File: src/rtl/mux_scan_pkg.sv
// mux_scan_pkg: shared states, default sizing and pass-length helper for the mux scan collector
package mux_scan_pkg;
  typedef enum logic [1:0] {IDLE = 2'd0, ISSUE = 2'd1, DRAIN = 2'd2} state_t;
  localparam int DEF_SEL_WIDTH = 2;
  localparam int DEF_N_IN = 2 ** DEF_SEL_WIDTH;
  localparam int DEF_MUX_LATENCY = 2;
  function automatic int pass_cycles(input int n_in, input int mux_latency);
    return n_in + mux_latency;
  endfunction
  localparam int PASS_CYCLES = pass_cycles(DEF_N_IN, DEF_MUX_LATENCY);
endpackage

File: src/rtl/mux_scan_capture_tag_pipe.sv
// scan_tag_pipe: delay line carrying {tag_valid, tag_idx} alongside the mux tree latency
module scan_tag_pipe #(
  parameter int W = 2,
  parameter int DEPTH = 3
) (
  input  logic         clk,
  input  logic         rst,
  input  logic         in_valid,
  input  logic [W-1:0] in_idx,
  output logic         out_valid,
  output logic [W-1:0] out_idx
);
  logic [DEPTH-1:0][W:0] pipe;
  // shift one tag per cycle; the oldest stage names the bit arriving on mux_out now
  always_ff @(posedge clk)
    if (rst) pipe <= '0;
    else pipe <= {pipe[DEPTH-2:0], {in_valid, in_idx}};
  assign {out_valid, out_idx} = pipe[DEPTH-1];
endmodule

File: src/rtl/mux_scan_capture.sv
// mux_scan_capture: steps sel through the mux tree and reassembles its output bits into a word (optional parity via MUX_SCAN_PARITY_EN)
module mux_scan_capture
  import mux_scan_pkg::*;
#(
  parameter int SEL_WIDTH = DEF_SEL_WIDTH,
  parameter int N_IN = 2 ** SEL_WIDTH,
  parameter int MUX_LATENCY = DEF_MUX_LATENCY
) (
  input  logic                 clk,
  input  logic                 rst,
  input  logic                 start,
  output logic [SEL_WIDTH-1:0] sel,
  input  logic                 mux_out,
  output logic                 busy,
  output logic [N_IN-1:0]      data_out,
  output logic                 valid
`ifdef MUX_SCAN_PARITY_EN
  ,
  output logic                 parity
`endif
);
  localparam int PC = pass_cycles(N_IN, MUX_LATENCY);
  localparam int CW = $clog2(PC);
  state_t state;
  logic [CW-1:0] cnt;
  logic [N_IN-1:0] shadow, shadow_next;
  logic issue, cap_v, done;
  logic [SEL_WIDTH-1:0] issue_idx, cap_idx;
  assign issue = (state == IDLE && start) || state == ISSUE;
  assign issue_idx = state == IDLE ? '0 : sel + 1'b1;
  assign done = state == DRAIN && cnt == CW'(PC - 1);
  scan_tag_pipe #(.W(SEL_WIDTH), .DEPTH(MUX_LATENCY + 1)) u_tags (
    .clk(clk), .rst(rst), .in_valid(issue), .in_idx(issue_idx),
    .out_valid(cap_v), .out_idx(cap_idx)
  );
  // merge the bit whose tag reaches the end of the delay line this cycle
  always_comb begin
    shadow_next = shadow;
    if (cap_v) shadow_next[cap_idx] = mux_out;
  end
  // pass sequencer: issue every sel once, drain the tree, then publish the word
  always_ff @(posedge clk)
    if (rst) begin
      state <= IDLE;
      sel <= '0;
      cnt <= '0;
      busy <= 1'b0;
      valid <= 1'b0;
      shadow <= '0;
      data_out <= '0;
`ifdef MUX_SCAN_PARITY_EN
      parity <= 1'b0;
`endif
    end else begin
      shadow <= shadow_next;
      valid <= done;
      if (state == IDLE) begin
        if (start) begin
          state <= ISSUE;
          sel <= '0;
          cnt <= '0;
          busy <= 1'b1;
        end
      end else if (state == ISSUE) begin
        sel <= sel + 1'b1;
        cnt <= cnt + 1'b1;
        if (sel == SEL_WIDTH'(N_IN - 2)) state <= DRAIN;
      end else begin
        cnt <= cnt + 1'b1;
        if (done) begin
          state <= IDLE;
          busy <= 1'b0;
          data_out <= shadow_next;
`ifdef MUX_SCAN_PARITY_EN
          parity <= ^shadow_next;
`endif
        end
      end
    end
endmodule

File: config.mk
export PLATFORM = sky130hd
export DESIGN_NAME = mux_scan_capture
export DESIGN_NICKNAME = d
export VERILOG_FILES = /design/src/rtl/mux_scan_pkg.sv /design/src/rtl/mux_scan_capture_tag_pipe.sv /design/src/rtl/mux_scan_capture.sv
export SDC_FILE = /design/constraint.sdc
export NUM_CORES = 1
export LEC_CHECK = 0
export CORE_MARGIN = 4
export CORE_UTILIZATION = 56
export DETAILED_ROUTE_END_ITERATION = 12
export PLACE_DENSITY = 0.8
export SKIP_LAST_GASP = 1
export SYNTH_ARGS = -nofsm -noshare
export SYNTH_HDL_FRONTEND = slang
export SYNTH_SLANG_ARGS = --single-unit
export TNS_END_PERCENT = 1
File: constraint.sdc
create_clock -name clk -period 2.9 [get_ports clk]
set_input_delay 0.725 -clock clk [delete_from_list [all_inputs] [get_ports clk]]
set_output_delay 0.725 -clock clk [all_outputs]
set_load 0.1 [all_outputs]
# Yosys cells after proc, flatten, opt, wreduce, memory -nomap -nowiden
# Index checks and enable logic that the tools add are counted.
# W data, S select, Z words.
# totals
register_bits	26
output_inout_bits	8
word_cells	55
# classes
n_addsub	2
order_cmp	2
eq_ne	7
muxes	18
n_bitwise	2
reduce_logical	13
# op_table
op	n
$mux W2	8
$reduce_and A3 Y1	3
$mux W3	2
$mux W1	5
$bwmux W4	1
$eq A2 B2 Y1 const B	2
$mux W4	1
$ne A2 B2 Y1 const B	2
$reduce_bool A2 Y1	2
$add A3 B1 Y3 const B	1
$eq A3 B3 Y1 const B	1
$logic_and A1 B1 Y1	3
$lt A2 B3 Y1 const B	1
$ne A3 B2 Y1 const B	1
$reduce_bool A3 Y1	1
$add A2 B1 Y2 const B	1
$demux W1 S2	1
$eq A2 B1 Y1 const B	1
$ge A2 B1 Y1 const B	1
$logic_not A2 Y1	1
$not A1 Y1	2
$reduce_and A2 Y1	1
$reduce_or A2 Y1	1
$logic_or A1 B1 Y1	1

# Logic depth before layout (Yosys ltp)
# logic_depth
word_depth	6
ltp_mapped	6
ltp_nobuf	5

# Cells and area by module
# From an unflattened synthesis, not the netlist that was laid out.
# hier_totals
hier_cells	101
area_unflattened_um2	1017.2
# by_module_without_submodules
module	n_inst	cells_per_inst	area_per_inst_um2
mux_scan_capture	1	81	765.7
scan_tag_pipe	1	20	251.5

# Worst setup path after synthesis
# OpenSTA, ideal clock, no wires.
# synth_path
path_type	reg-to-reg
start	reg sel[0]
end	reg sel[1]
t_arrival_ps	1732
required_time_ps	2833
setup_slack_ps	1101
path_stages_with_launch	6
path_buffers	0
path_cell_list	dfxtp_1 inv_1 ha_1 nor3b_1 a21oi_1 nor2_1
# synth_via
elab_chain_len	3
# synth_rtl
element	line_no	source
start, declared	mux_scan_capture.sv:12	output logic [SEL_WIDTH-1:0] sel,
start signal, assigned	mux_scan_capture.sv:65	sel <= sel + 1'b1;
$add A2 B1 Y2	mux_scan_capture.sv:65	
$mux W2	mux_scan_capture.sv:64	end else if (state == ISSUE) begin
$mux W2	mux_scan_capture.sv:57	if (state == IDLE) begin
# Every way passes these cells. The select of a mux whose other input is x is not followed.
# A chain may end at the register's enable or synchronous reset.

# Worst setup path after layout
# layout_path
start	reg sel[0]
end	out sel[0]
# No word-level cell between the ends.

==> impl.org <==
** Clocking
- The number of hold buffers added after CTS was 0.
- Setup Buffers After CTS :: 0
- Number of sinks handled by clock tree synthesis :: 26
- CTS root buf :: sky130_fd_sc_hd__clkbuf_4
- CTS built an H-tree with a depth of 1.
- Max Root-Sink Buffers :: 2
- Buffers inserted during clock tree synthesis total 3.
- The number of gates resized after CTS was 0.
- TritonCTS built the clock tree.
- CTS clk-pin slew, worst paths :: 0.13 ns
- Clock latency at the later pin of the worst-skew pair :: 0.31 ns

** Logic synthesis
- In the synthesized netlist the async set-or-reset flop fraction comes to 0%.
- In the synthesized netlist, the cells that appear most often are sky130_fd_sc_hd__dfxtp_1, sky130_fd_sc_hd__nor2_1, sky130_fd_sc_hd__a21oi_1, sky130_fd_sc_hd__nor2b_1, sky130_fd_sc_hd__nor3_1.
- Number of synthesized flops with an enable pin :: 0
- Warning count from the yosys run :: 0
- The number of nets in the synthesized netlist is 102.
- Avg Inst Size Synth :: 10.3 um^2
- Summed over all instances, the cell type with the most area after synthesis is sky130_fd_sc_hd__dfxtp_1.
- Top_reg_cell synth :: sky130_fd_sc_hd__dfxtp_1
- Seq/Total Area, Yosys :: 53.1%
- After technology mapping, the gate count stands at 95.
- In this run, synthesis produced a sequential element count of 26.
- Portion of synthesized cell area occupied by the leading cell type :: 53.1%
- After synthesis, the cell types taking the most area are sky130_fd_sc_hd__dfxtp_1, sky130_fd_sc_hd__nor2b_1, sky130_fd_sc_hd__mux2i_1.
- Distinct cell type count after synthesis :: 25
- Among all cell types in the netlist, the one instantiated most often is sky130_fd_sc_hd__dfxtp_1.
- After synthesis the cells add up to 981 um^2.

** Global route
- Maximum number of pins on one net before global-route repair :: 15
- The initial antenna violation count was 0.
- In the global route stage, overall resource usage came out at 13.0%.
- The number of global-route vias before repair was 585.
- Global routing finished with a remaining overflow of 0.
- The first global-routing pass estimated 2500 um of wire.

** STA
- Worst Clk Skew :: 0.000655 ns
- Summed over all failing endpoints, the final setup total negative slack is 0 ns.
- RSZ-0062 raised after global routing :: false
- Pins Over Slew Limit :: 0
- Based on the critical path, the design can be clocked at up to 559 MHz.
- The count of endpoints failing hold in the final timing report was 0.
- Hold timing on the final database bottoms out at a slack of 0.449 ns.
- In the finished design, the share of the clock period the worst path needs comes to 61.7%.
- Remaining max-slew budget at the tightest pin :: 66.4%
- Setup violations remaining at the end of the flow were counted as 0.
- Final critical-path required period :: 1.79 ns
- For the pin with the worst max-slew slack, the measured transition is 0.503 ns.

** Detailed routing
- Summed over all layers, the routed wires come to 1450 um.
- Detailed router's first-iteration violation count :: 9
- After detailed routing, the average wire length per cell comes to 12.0 um.
- The first TritonRoute pass finished after 2 iterations.
- Via count of the routed design :: 633
- In the routed layout, each cell is associated on average with a via count of 5.23.
- Number of nets with antenna violations after routing :: 0
- For this run, design rule violations remaining after detail routing come to 0.

** Power
- The internal power of the cells totals 466 uW.
- Fraction of power consumed by the clock network :: 28.5%
- Reported leakage power :: 0.000434 uW
- Registers are responsible for 61.7% of the overall power.
- Sw Share :: 23.9%
- Dividing total power by cell area gives a power density of 563 nW/um^2.
- VDD sags by at most 0.000363 V.
- Combinational cells account for 9.8% of the total power.
- For this design the total switching power over the nets is 147 uW.

** Setup path
- Data arrival time of the critical path :: 1.06 ns
- In this run the number of cells on the critical path is 1.
- In this design, the largest share of critical-path delay is due to flip-flops.
- In this run the worst path has a maximum fanout of 5.
- CP peak stage delay :: 0.43 ns
- Worst reg2reg path depth :: 3
- Nature of the critical path endpoint :: primary output
- Buffers and inverters on the worst path :: 1
- Type of element launching the critical path :: flip-flop
- For the worst setup path, the data required time is 2.17 ns.
- Worst setup path category :: flip-flop to primary output
- Standard cell with the maximum stage delay on the critical path :: sky130_fd_sc_hd__dfxtp_1
- Walking the worst path, the cells encountered are buf_4.

** Run
- Number of max-cap violations :: 0

** Placed design
- The count of buffers added on input and output ports is 11.
- At the end of routability-driven placement, the weighted congestion stood at 0.715.
- Summed over all nets, the half-perimeter wirelength after detailed placement is 1060 um.

** Finish
- Layout Area Growth over Synthesis :: 11.0%
- Fraction of final layout cells with drive strength greater than 1 :: 20.0%
- Final nets :: 113
- The number of antenna diodes in the final layout is 0.

** Worst hold path
- Worst Hold Depth :: 1
- The min-delay analysis places its worst path in the category flip-flop to flip-flop.

** Die
- Once the floorplan was initialized, standard cells occupied 62.2% of the core.
- Die outline height :: 49.9 um
- Die boundary width :: 49.9 um
- After floorplanning, the core was sized to cover 1580 um^2.
- The die covers 2490 um^2.
- 12 I/O pins were placed.
- Number of core rows :: 14

** Outcome
- Status :: completed
## logic make-up (layout without fill, tap and decap cells)
family / after synthesis / count (layout) / share of synthesized area (%)
AND/OR/NAND/NOR: 36 / 36 / 21.3
flip-flops: 26 / 26 / 53.1
AO/OA/AOI/OAI: 16 / 16 / 11.5
buffers and inverters: 10 / 20 / 6.25
multiplexers: 4 / 4 / 4.08
adder cells (fa/ha/maj): 3 / 3 / 3.83
## per-layer routing
| metal | GRT usage (%) | up-vias | share of wire [%] | wire length (um) |
|---|---|---|---|---|
| li1 | - | 343 | - | - |
| met1 | 17.8 | 281 | 53 | 767 |
| met4 | 7.37 | 0 | 0.83 | 12 |
| met5 | 0 | - | 0 | 0 |
| met3 | 3.31 | 2 | 4.0 | 58 |
| met2 | 18.3 | 7 | 42 | 612 |
## flip-flops by register name (all words and copies together) (netlist names), 2 cells and up
register	cells
cnt	3
data_out	4
state	2
sel	2
shadow	4
u_tags.out_idx	2
u_tags.pipe	6
## per-stage QoR
| step | utilization, % | setup slack [ns] | std cells | total power (uW) | area [um^2] |
|---|---|---|---|---|---|
| 3_5_place_dp | 66.7 | 0.946 | 117 | 446 | 1050 |
| 5_1_grt | 69.0 | 1.03 | 121 | 648 | 1090 |
| 4_1_cts | 69.0 | 1.10 | 121 | 621 | 1090 |
| 2_1_floorplan | - | 1.10 | 95 | 433 | 981 |
| 6_report | 69.0 | 1.11 | 121 | 613 | 1090 |
| 3_3_place_gp | 66.7 | 0.962 | 117 | 445 | 1050 |
## worst register-to-register path, cell delays in order, from the launching register on
cell and delay [ns]:
sky130_fd_sc_hd__dfxtp_1 0.52, sky130_fd_sc_hd__and4b_1 0.57, sky130_fd_sc_hd__nor2_1 0.08, sky130_fd_sc_hd__a211oi_1 0.20
## area by class of cell
cell class              count  area [um^2]
clock buffers               4         36.3
fillers                   125          488
inverters                   4         15.0
multi-input cells          59          399
flip-flops and latches     26          520
well taps                  16         20.0
repair buffers             12         97.6
## cells in the final DEF, fill, tap and decap left out, drive strengths merged, types with 4 or more instances in the layout
cell type  instances
a211oi             5
a21oi              7
buf                9
clkbuf             4
dfxtp             26
inv                4
mux2i              4
nor2              12
nor2b              7
nor3               5
## power by group through the flow
stage	clock network, uW	logic (uW)	registers (uW)
2_1_floorplan	0	31.6	401
3_3_place_gp	0	59.5	385
3_5_place_dp	0	60.4	386
4_1_cts	182	60.6	378
5_1_grt	202	66.1	380
6_report	174	60.1	378
## final timing paths
| check | startpoint | end | slack (ns) |
|---|---|---|---|
| setup / recovery | sel[0] | sel[0] | 1.11 |
| hold / removal | u_tags.pipe[3] | u_tags.out_idx[0] | 0.45 |
| setup reg to reg | state[1] | data_out[0] | 1.46 |
| hold reg to reg | u_tags.pipe[3] | u_tags.out_idx[0] | 0.45 |
Power figures use the tool's default switching activity.
